File: config.mk
export PLATFORM = sky130hd
export DESIGN_NAME = unibus_arbiter
export DESIGN_NICKNAME = d
export VERILOG_FILES = /design/src/rtl/unibus_pkg.sv /design/src/rtl/unibus_sync2.sv /design/src/rtl/unibus_arbiter.sv
export SDC_FILE = /design/constraint.sdc
export NUM_CORES = 1
export LEC_CHECK = 0
export ABC_AREA = 1
export BUFFER_PORTS_ARGS = -buffer_cell sky130_fd_sc_hd__buf_2
export CORE_ASPECT_RATIO = 0.9
export CORE_MARGIN = 4
export CORE_UTILIZATION = 35
export DETAILED_ROUTE_END_ITERATION = 10
export GPL_ROUTABILITY_DRIVEN = 0
export SETUP_SLACK_MARGIN = 0.2
export SLEW_MARGIN = 20
export SYNTH_ARGS = -nofsm -noshare
export SYNTH_HDL_FRONTEND = slang
export SYNTH_SLANG_ARGS = --single-unit
File: constraint.sdc
create_clock -name CLOCK -period 1.75 [get_ports CLOCK]
set_input_delay 0.35 -clock CLOCK [delete_from_list [all_inputs] [get_ports CLOCK]]
set_output_delay 0.35 -clock CLOCK [all_outputs]
set_load 0.02 [all_outputs]
File: src/rtl/unibus_pkg.sv
`default_nettype none
// ============================================================================
// Module      : unibus_pkg
// Description : Shared types and constants for the UNIBUS bus arbiter:
//               arbiter state encoding, grant-select encoding, default
//               SACK timeout and a grant-select to BG decode helper.
// Revision    : 1.0 - initial release
// ============================================================================
package unibus_pkg;

    // Default number of cycles a grant may stay unanswered (10 us @ 100 MHz)
    localparam int DEF_SACK_TMO = 1000;

    // Width of the SACK timeout counter
    localparam int c_cnt_w = 16;

    // Arbiter state encoding
    typedef enum logic [1:0] {
        ST_IDLE    = 2'd0,
        ST_GRANT   = 2'd1,
        ST_SACKED  = 2'd2,
        ST_RELEASE = 2'd3
    } state_t;

    // Grant-select encoding: which request currently owns the grant
    typedef enum logic [2:0] {
        SEL_NONE = 3'd0,
        SEL_HLT  = 3'd1,
        SEL_NPR  = 3'd2,
        SEL_BR7  = 3'd3,
        SEL_BR6  = 3'd4,
        SEL_BR5  = 3'd5,
        SEL_BR4  = 3'd6
    } sel_t;

    // Decode a grant select into the BG7..BG4 vector (bit 3 = BG7)
    function automatic logic [3:0] sel_to_bg(input sel_t sel);
        case (sel)
            SEL_BR7: return 4'b1000;
            SEL_BR6: return 4'b0100;
            SEL_BR5: return 4'b0010;
            SEL_BR4: return 4'b0001;
            default: return 4'b0000;
        endcase
    endfunction

endpackage
`default_nettype wire

File: src/rtl/unibus_sync2.sv
`default_nettype none
// ============================================================================
// Module      : unibus_sync2
// Description : Width-parameterized two-flop synchronizer. Resets to all
//               ones so active-low bus lines start out negated.
// Revision    : 1.0 - initial release
// ============================================================================
module unibus_sync2 #(
    parameter int WIDTH = 1
) (
    input  logic             clk,
    input  logic             rst_n,
    input  logic [WIDTH-1:0] i_d,
    output logic [WIDTH-1:0] o_q
);

    logic [WIDTH-1:0] r_meta;
    logic [WIDTH-1:0] r_sync;

    // Two-stage capture of the asynchronous inputs
    always_ff @(posedge clk or negedge rst_n) begin
        if (!rst_n) begin
            r_meta <= '1;
            r_sync <= '1;
        end else begin
            r_meta <= i_d;
            r_sync <= r_meta;
        end
    end

    assign o_q = r_sync;

endmodule
`default_nettype wire

File: src/rtl/unibus_arbiter.sv
`default_nettype none
// ============================================================================
// Module      : unibus_arbiter
// Description : UNIBUS bus arbiter. Synchronizes the bus request lines,
//               picks one winner in fixed priority (HLTRQ > NPR > BR7..BR4),
//               and walks the grant through GRANT/SACKED/RELEASE with a
//               SACK timeout. Define UNIBUS_ARB_HLTGR_EN to enable halt
//               request arbitration; without it HLTRQ is ignored.
// Revision    : 1.0 - initial release
// ============================================================================
module unibus_arbiter
    import unibus_pkg::*;
#(
    parameter int SACK_TMO = DEF_SACK_TMO
) (
    input  logic       CLOCK,
    input  logic       RESET_N,
    input  logic [7:4] br_in_l,
    input  logic       npr_in_l,
    input  logic       hltrq_in_l,
    input  logic       sack_in_l,
    input  logic       bbsy_in_l,
    input  logic [2:0] cpu_pri,
    input  logic       cpu_instend,
    input  logic       cpu_cycend,
    output logic [7:4] bg_out_h,
    output logic       npg_out_h,
    output logic       hltgr_out_h,
    output logic       cpu_hold,
    output logic       sack_tmo
);

    localparam logic [c_cnt_w-1:0] c_tmo_load = c_cnt_w'(SACK_TMO);

`ifdef UNIBUS_ARB_HLTGR_EN
    localparam int c_sync_w = 8;
`else
    localparam int c_sync_w = 7;
`endif

    // ------------------------------------------------------------------
    // Input synchronization (all *_in_l lines, active low)
    // ------------------------------------------------------------------
    logic [c_sync_w-1:0] w_sync_in;
    logic [c_sync_w-1:0] w_sync_out;

`ifdef UNIBUS_ARB_HLTGR_EN
    assign w_sync_in = {hltrq_in_l, npr_in_l, sack_in_l, bbsy_in_l, br_in_l};
`else
    // HLTRQ is not arbitrated in this build; the line is deliberately dropped
    logic w_unused_hltrq;
    assign w_unused_hltrq = hltrq_in_l;
    assign w_sync_in      = {npr_in_l, sack_in_l, bbsy_in_l, br_in_l};
`endif

    unibus_sync2 #(
        .WIDTH (c_sync_w)
    ) u_sync (
        .clk   (CLOCK),
        .rst_n (RESET_N),
        .i_d   (w_sync_in),
        .o_q   (w_sync_out)
    );

    // Synchronized lines converted to active-high
    logic [3:0] w_br;       // bit 3 = BR7 ... bit 0 = BR4
    logic       w_bbsy;
    logic       w_sack;
    logic       w_npr;
    logic       w_hlt;

    assign w_br   = ~w_sync_out[3:0];
    assign w_bbsy = ~w_sync_out[4];
    assign w_sack = ~w_sync_out[5];
    assign w_npr  = ~w_sync_out[6];
`ifdef UNIBUS_ARB_HLTGR_EN
    assign w_hlt  = ~w_sync_out[7];
`else
    assign w_hlt  = 1'b0;
`endif

    // ------------------------------------------------------------------
    // Eligibility
    // ------------------------------------------------------------------
    logic [3:0] w_br_elig;
    logic       w_npr_elig;
    logic       w_hlt_elig;

    // BR level n may win only above the processor priority at an instruction boundary
    generate
        for (genvar gi = 0; gi < 4; gi++) begin : g_br_elig
            localparam logic [2:0] c_lvl = 3'(gi + 4);
            assign w_br_elig[gi] = w_br[gi] & cpu_instend & (c_lvl > cpu_pri);
        end
    endgenerate

    assign w_npr_elig = w_npr & cpu_cycend;
    assign w_hlt_elig = w_hlt & cpu_cycend;

    // Fixed-priority winner selection; nothing wins while SACK is still asserted
    sel_t w_win;
    always_comb begin
        w_win = SEL_NONE;
        if (!w_sack) begin
            if (w_hlt_elig)        w_win = SEL_HLT;
            else if (w_npr_elig)   w_win = SEL_NPR;
            else if (w_br_elig[3]) w_win = SEL_BR7;
            else if (w_br_elig[2]) w_win = SEL_BR6;
            else if (w_br_elig[1]) w_win = SEL_BR5;
            else if (w_br_elig[0]) w_win = SEL_BR4;
        end
    end

    // ------------------------------------------------------------------
    // Grant state machine
    // ------------------------------------------------------------------
    state_t               r_state;
    state_t               w_state_nxt;
    sel_t                 r_sel;
    sel_t                 w_sel_nxt;
    logic [c_cnt_w-1:0]   r_cnt;
    logic [c_cnt_w-1:0]   w_cnt_nxt;
    logic                 r_tmo;
    logic                 w_tmo_nxt;
    logic                 w_req_act;

    // Is the request that owns the current grant still asserted?
    always_comb begin
        w_req_act = 1'b0;
        case (r_sel)
            SEL_HLT: w_req_act = w_hlt;
            SEL_NPR: w_req_act = w_npr;
            SEL_BR7: w_req_act = w_br[3];
            SEL_BR6: w_req_act = w_br[2];
            SEL_BR5: w_req_act = w_br[1];
            SEL_BR4: w_req_act = w_br[0];
            default: w_req_act = 1'b0;
        endcase
    end

    // Next-state, grant-owner, timeout counter and timeout pulse
    always_comb begin
        w_state_nxt = r_state;
        w_sel_nxt   = r_sel;
        w_cnt_nxt   = r_cnt;
        w_tmo_nxt   = 1'b0;
        case (r_state)
            ST_IDLE: begin
                if (w_win != SEL_NONE) begin
                    w_state_nxt = ST_GRANT;
                    w_sel_nxt   = w_win;
                    w_cnt_nxt   = c_tmo_load;
                end
            end
            ST_GRANT: begin
                // SACK takes precedence over both passive release and timeout
                if (w_sack) begin
                    w_state_nxt = ST_SACKED;
                    w_sel_nxt   = SEL_NONE;
                    w_cnt_nxt   = '0;
                end else if (!w_req_act) begin
                    w_state_nxt = ST_IDLE;
                    w_sel_nxt   = SEL_NONE;
                    w_cnt_nxt   = '0;
                end else if (r_cnt <= c_cnt_w'(1)) begin
                    w_state_nxt = ST_IDLE;
                    w_sel_nxt   = SEL_NONE;
                    w_cnt_nxt   = '0;
                    w_tmo_nxt   = 1'b1;
                end else begin
                    w_cnt_nxt   = r_cnt - c_cnt_w'(1);
                end
            end
            ST_SACKED: begin
                if (w_bbsy && !w_sack) begin
                    w_state_nxt = ST_RELEASE;
                end
            end
            ST_RELEASE: begin
                if (!w_bbsy) begin
                    w_state_nxt = ST_IDLE;
                end
            end
            default: begin
                w_state_nxt = ST_IDLE;
                w_sel_nxt   = SEL_NONE;
                w_cnt_nxt   = '0;
            end
        endcase
    end

    // State and datapath registers; reset drops any grant immediately
    always_ff @(posedge CLOCK or negedge RESET_N) begin
        if (!RESET_N) begin
            r_state <= ST_IDLE;
            r_sel   <= SEL_NONE;
            r_cnt   <= '0;
            r_tmo   <= 1'b0;
        end else begin
            r_state <= w_state_nxt;
            r_sel   <= w_sel_nxt;
            r_cnt   <= w_cnt_nxt;
            r_tmo   <= w_tmo_nxt;
        end
    end

    // ------------------------------------------------------------------
    // Outputs: a grant line is driven only in GRANT, so at most one is high
    // ------------------------------------------------------------------
    logic w_granting;
    assign w_granting = (r_state == ST_GRANT);

    assign bg_out_h  = w_granting ? sel_to_bg(r_sel) : 4'b0000;
    assign npg_out_h = w_granting && (r_sel == SEL_NPR);
`ifdef UNIBUS_ARB_HLTGR_EN
    assign hltgr_out_h = w_granting && (r_sel == SEL_HLT);
`else
    assign hltgr_out_h = 1'b0;
`endif
    assign cpu_hold  = (r_state != ST_IDLE);
    assign sack_tmo  = r_tmo;

endmodule
`default_nettype wire

==> flow_summary.ini <==
[routing]
wl_per_cell_um = 14.25
drt_pass1_iterations = 4
vias = 1931
drc = 0
vias_per_cell = 4.939
ant_nets = 0
first_iter_violations = 103
routed_wirelength_um = 5571

[synthesis]
synth_top_area_share_pct = 26.28
synth_nets = 266
synth-edff-count = 0
ys_ff_latch = 36
yosysMostFrequentCell = nand2_1
synth_top_area_cell = dfrtp_1
synth.distinct_cells = 32
yosys-top-cells-count = nand2_1 (39), nor2_1 (32), inv_1 (25), dfrtp_1 (22), nand3_1 (20)
synth_ff_type = dfrtp_1
synthCells = 249
synthesis.area_um2 = 2095
synth.yosys.seq_area_share_pct = 43.85
synth.area.top_cells = dfrtp_1 (26%), dfstp_2 (18%), nand2_1 (7.0%), nor2_1 (5.7%), xor2_1 (5.0%)
yosys_warnings = 0
avgSynthCellArea_um2 = 8.412
async_reset_ff_share_pct = 100.0

[timing]
hold_ws_ns = 0.08704
clock_skew_ns = 0.01161
fin_setup_tns_ns = 0
fin_crit_ns = 1.656
hold_viol = 0
max_freq_ghz = 0.6040
relSlewSlack_pct = 54.74
period_share_pct = 94.60
final_max_slew_viol_count = 0
rsz0062_at_grt = true
finalSetupViolCount = 0
setup_slack_ns = 0.09446
worstMarginPinSlew_ns = 0.6789

[setup_path]
crit_path_top_delay_cell = dfrtp_1
worst_ep_required_time_ns = 1.40
r2r_setup_slack_ns = 0.12
arrival_ns = 1.31
cp_cell_sequence = inv_2 > buf_6 > nor4_4 > buf_4
reg2reg_to = r_state[0]
max_stage_delay_ns = 0.41
criticalPathCategory = flip-flop to primary output
cp_max_fo = 3
critPathTopFamily = flip-flops
crit_path_end_kind = primary output
crit_buf_inv = 3
cp-start-kind = flip-flop
rr_worst_depth = 10
r2r_start = r_cnt[7]

[grt]
grt_pass1_wl_um = 8618
grt_antenna_before_repair = 0
grt_usage_pct = 15.32
grt-ovfl-total = 0
grt_pass1_vias = 1770
grt_max_degree = 31

[clock_tree]
root_buffer = clkbuf_8
path_clk_slew_ns = 0.08
clockBufferDepth = 2
cts_tree = done
cts-buffers-inserted = 5
htreeDepth = 2
clock_sinks = 36
clock_latency_ns = 0.30

[power]
clkPwrFrac_pct = 15.7
seqPwrFrac_pct = 26.0
netSwitchingPower_uw = 2089
power.total_uw = 4759
p_per_area_nw_per_um2 = 1504
ir_drop_mv = 0.5710
p_leak_uw = 0.001438
combPwrFrac_pct = 58.3
swShare_pct = 43.89
internal-power_uw = 2670

[final_layout]
fin_nets = 337
layout-drive-gt1-share_pct = 57.32
diodes = 0
area_delta_synth_final_pct = 51.08
fin_util_pct = 55.27

[flow_run]
drv_cap = 0

[floorplanning]
core_um2 = 5725
dieHeight_um = 81.39
start_util_pct = 36.58
die_w_um = 89.54
fp-row-count = 26
io_pins = 23
dieArea_um2 = 7288

[placement]
port_buffers = 20
dpl.hpwl_um = 3382
post-place-ws_ns = 0.1022

[min_path]
worst_hold_path_type = input pin to async pin

[run_status]
outcome = finished, final reports clean
==> sequential cells by signal, indices dropped and copies added (netlist names), named ones only <==
signal and flops:
r_cnt 16, u_sync.o_q 7, u_sync.r_meta 7, r_sel 3
r_state 1, sack_tmo 1
==> worst register-to-register path, stage by stage, from the launching register on <==
cell and delay, ns:
dfrtp_2 0.48, nor2_2 0.16, nand2_2 0.11, nor2_1 0.12, nand2_1 0.10, nand2_4 0.14
nor2_4 0.05, nand3_4 0.14, nand3_2 0.08, nand2_1 0.09, nand2_1 0.05
==> worst max-delay path by stage <==
stage          startpoint     endpoint  slack [ns]  depth (start not counted)
3_5_place_dp     r_cnt[0]     r_cnt[6]        0.10                          9
6_report         r_sel[2]  bg_out_h[5]        0.09                          4
3_3_place_gp     r_cnt[5]     r_cnt[9]        0.10                          8
4_1_cts          r_sel[2]  bg_out_h[5]         0.1                          4
5_1_grt         r_cnt[11]   r_state[0]        0.02                         10
2_1_floorplan  r_state[0]  bg_out_h[6]        0.18                          5
==> power by group through the flow <==
stage               Combinational, uW  Clock (uW)  Sequential [uW]
floorplan                        1350           0             1230
global placement                 1760           0             1210
detailed placement               1780           0             1220
CTS                              2320         766             1190
global route                     3000         808             1260
finish                           2780         745             1240
==> per-stage QoR <==
step	cells	area, um^2
after floorplan	249	2178
after global placement	349	2431
after detailed placement	349	2431
after CTS	377	2820
after global routing	391	3164
final	391	3164
==> timing repair <==
action | 4_1_cts | 5_1_grt
pin swaps | 8 | 26
resized for setup | 32 | 61
hold buffers | 0 | 0
setup endpoints to repair | 25 | 27
setup buffers | 20 | 14
==> routing by layer <==
| metal | track usage, % | share of wire (%) |
|---|---|---|
| met1 | 21.84 | 44 |
| met2 | 22.88 | 50 |
| met3 | 3.043 | 4.0 |
| met4 | 5.357 | 1.8 |
| met5 | 0 | 0 |
==> layout by cell type (no fill, tap or decap), drive strengths merged <==
cell / instances
o31ai: 1
buf: 69
xnor2: 1
clkbuf: 5
nor2: 50
dfstp: 14
clkinv: 1
nor4: 6
nor3: 4
nand2: 46
conb: 1
o22ai: 1
o21bai: 1
bufinv: 1
nand4: 10
dfrtp: 22
xor2: 12
nand3: 22
ha: 2
inv: 30
a21oi: 7
o21ai: 14
or2: 1
==> area by class of cell <==
| cell class | instances | area, um^2 |
|---|---|---|
| Fill cell | 477 | 2561 |
| Multi-Input combinational cell | 179 | 1351 |
| Sequential cell | 36 | 925.9 |
| Timing Repair Buffer | 69 | 568.0 |
| Inverter | 29 | 121.4 |
| Tap cell | 70 | 87.58 |
| Clock buffer | 5 | 68.82 |
| Clock inverter | 3 | 41.29 |
==> cells by family (layout without fill, tap and decap cells) <==
logic type | after synthesis | after routing | synth area share [%]
AND/OR/NAND/NOR | 139 | 139 | 35.25
flip-flops | 36 | 36 | 43.85
buffers and inverters | 34 | 106 | 7.049
AO/OA/AOI/OAI | 24 | 24 | 7.048
XOR/XNOR | 13 | 13 | 5.436
adder cells (fa/ha/maj) | 2 | 2 | 1.195
other | 1 | 1 | 0.1790
No activity file was read; power rests on OpenSTA's default activity.
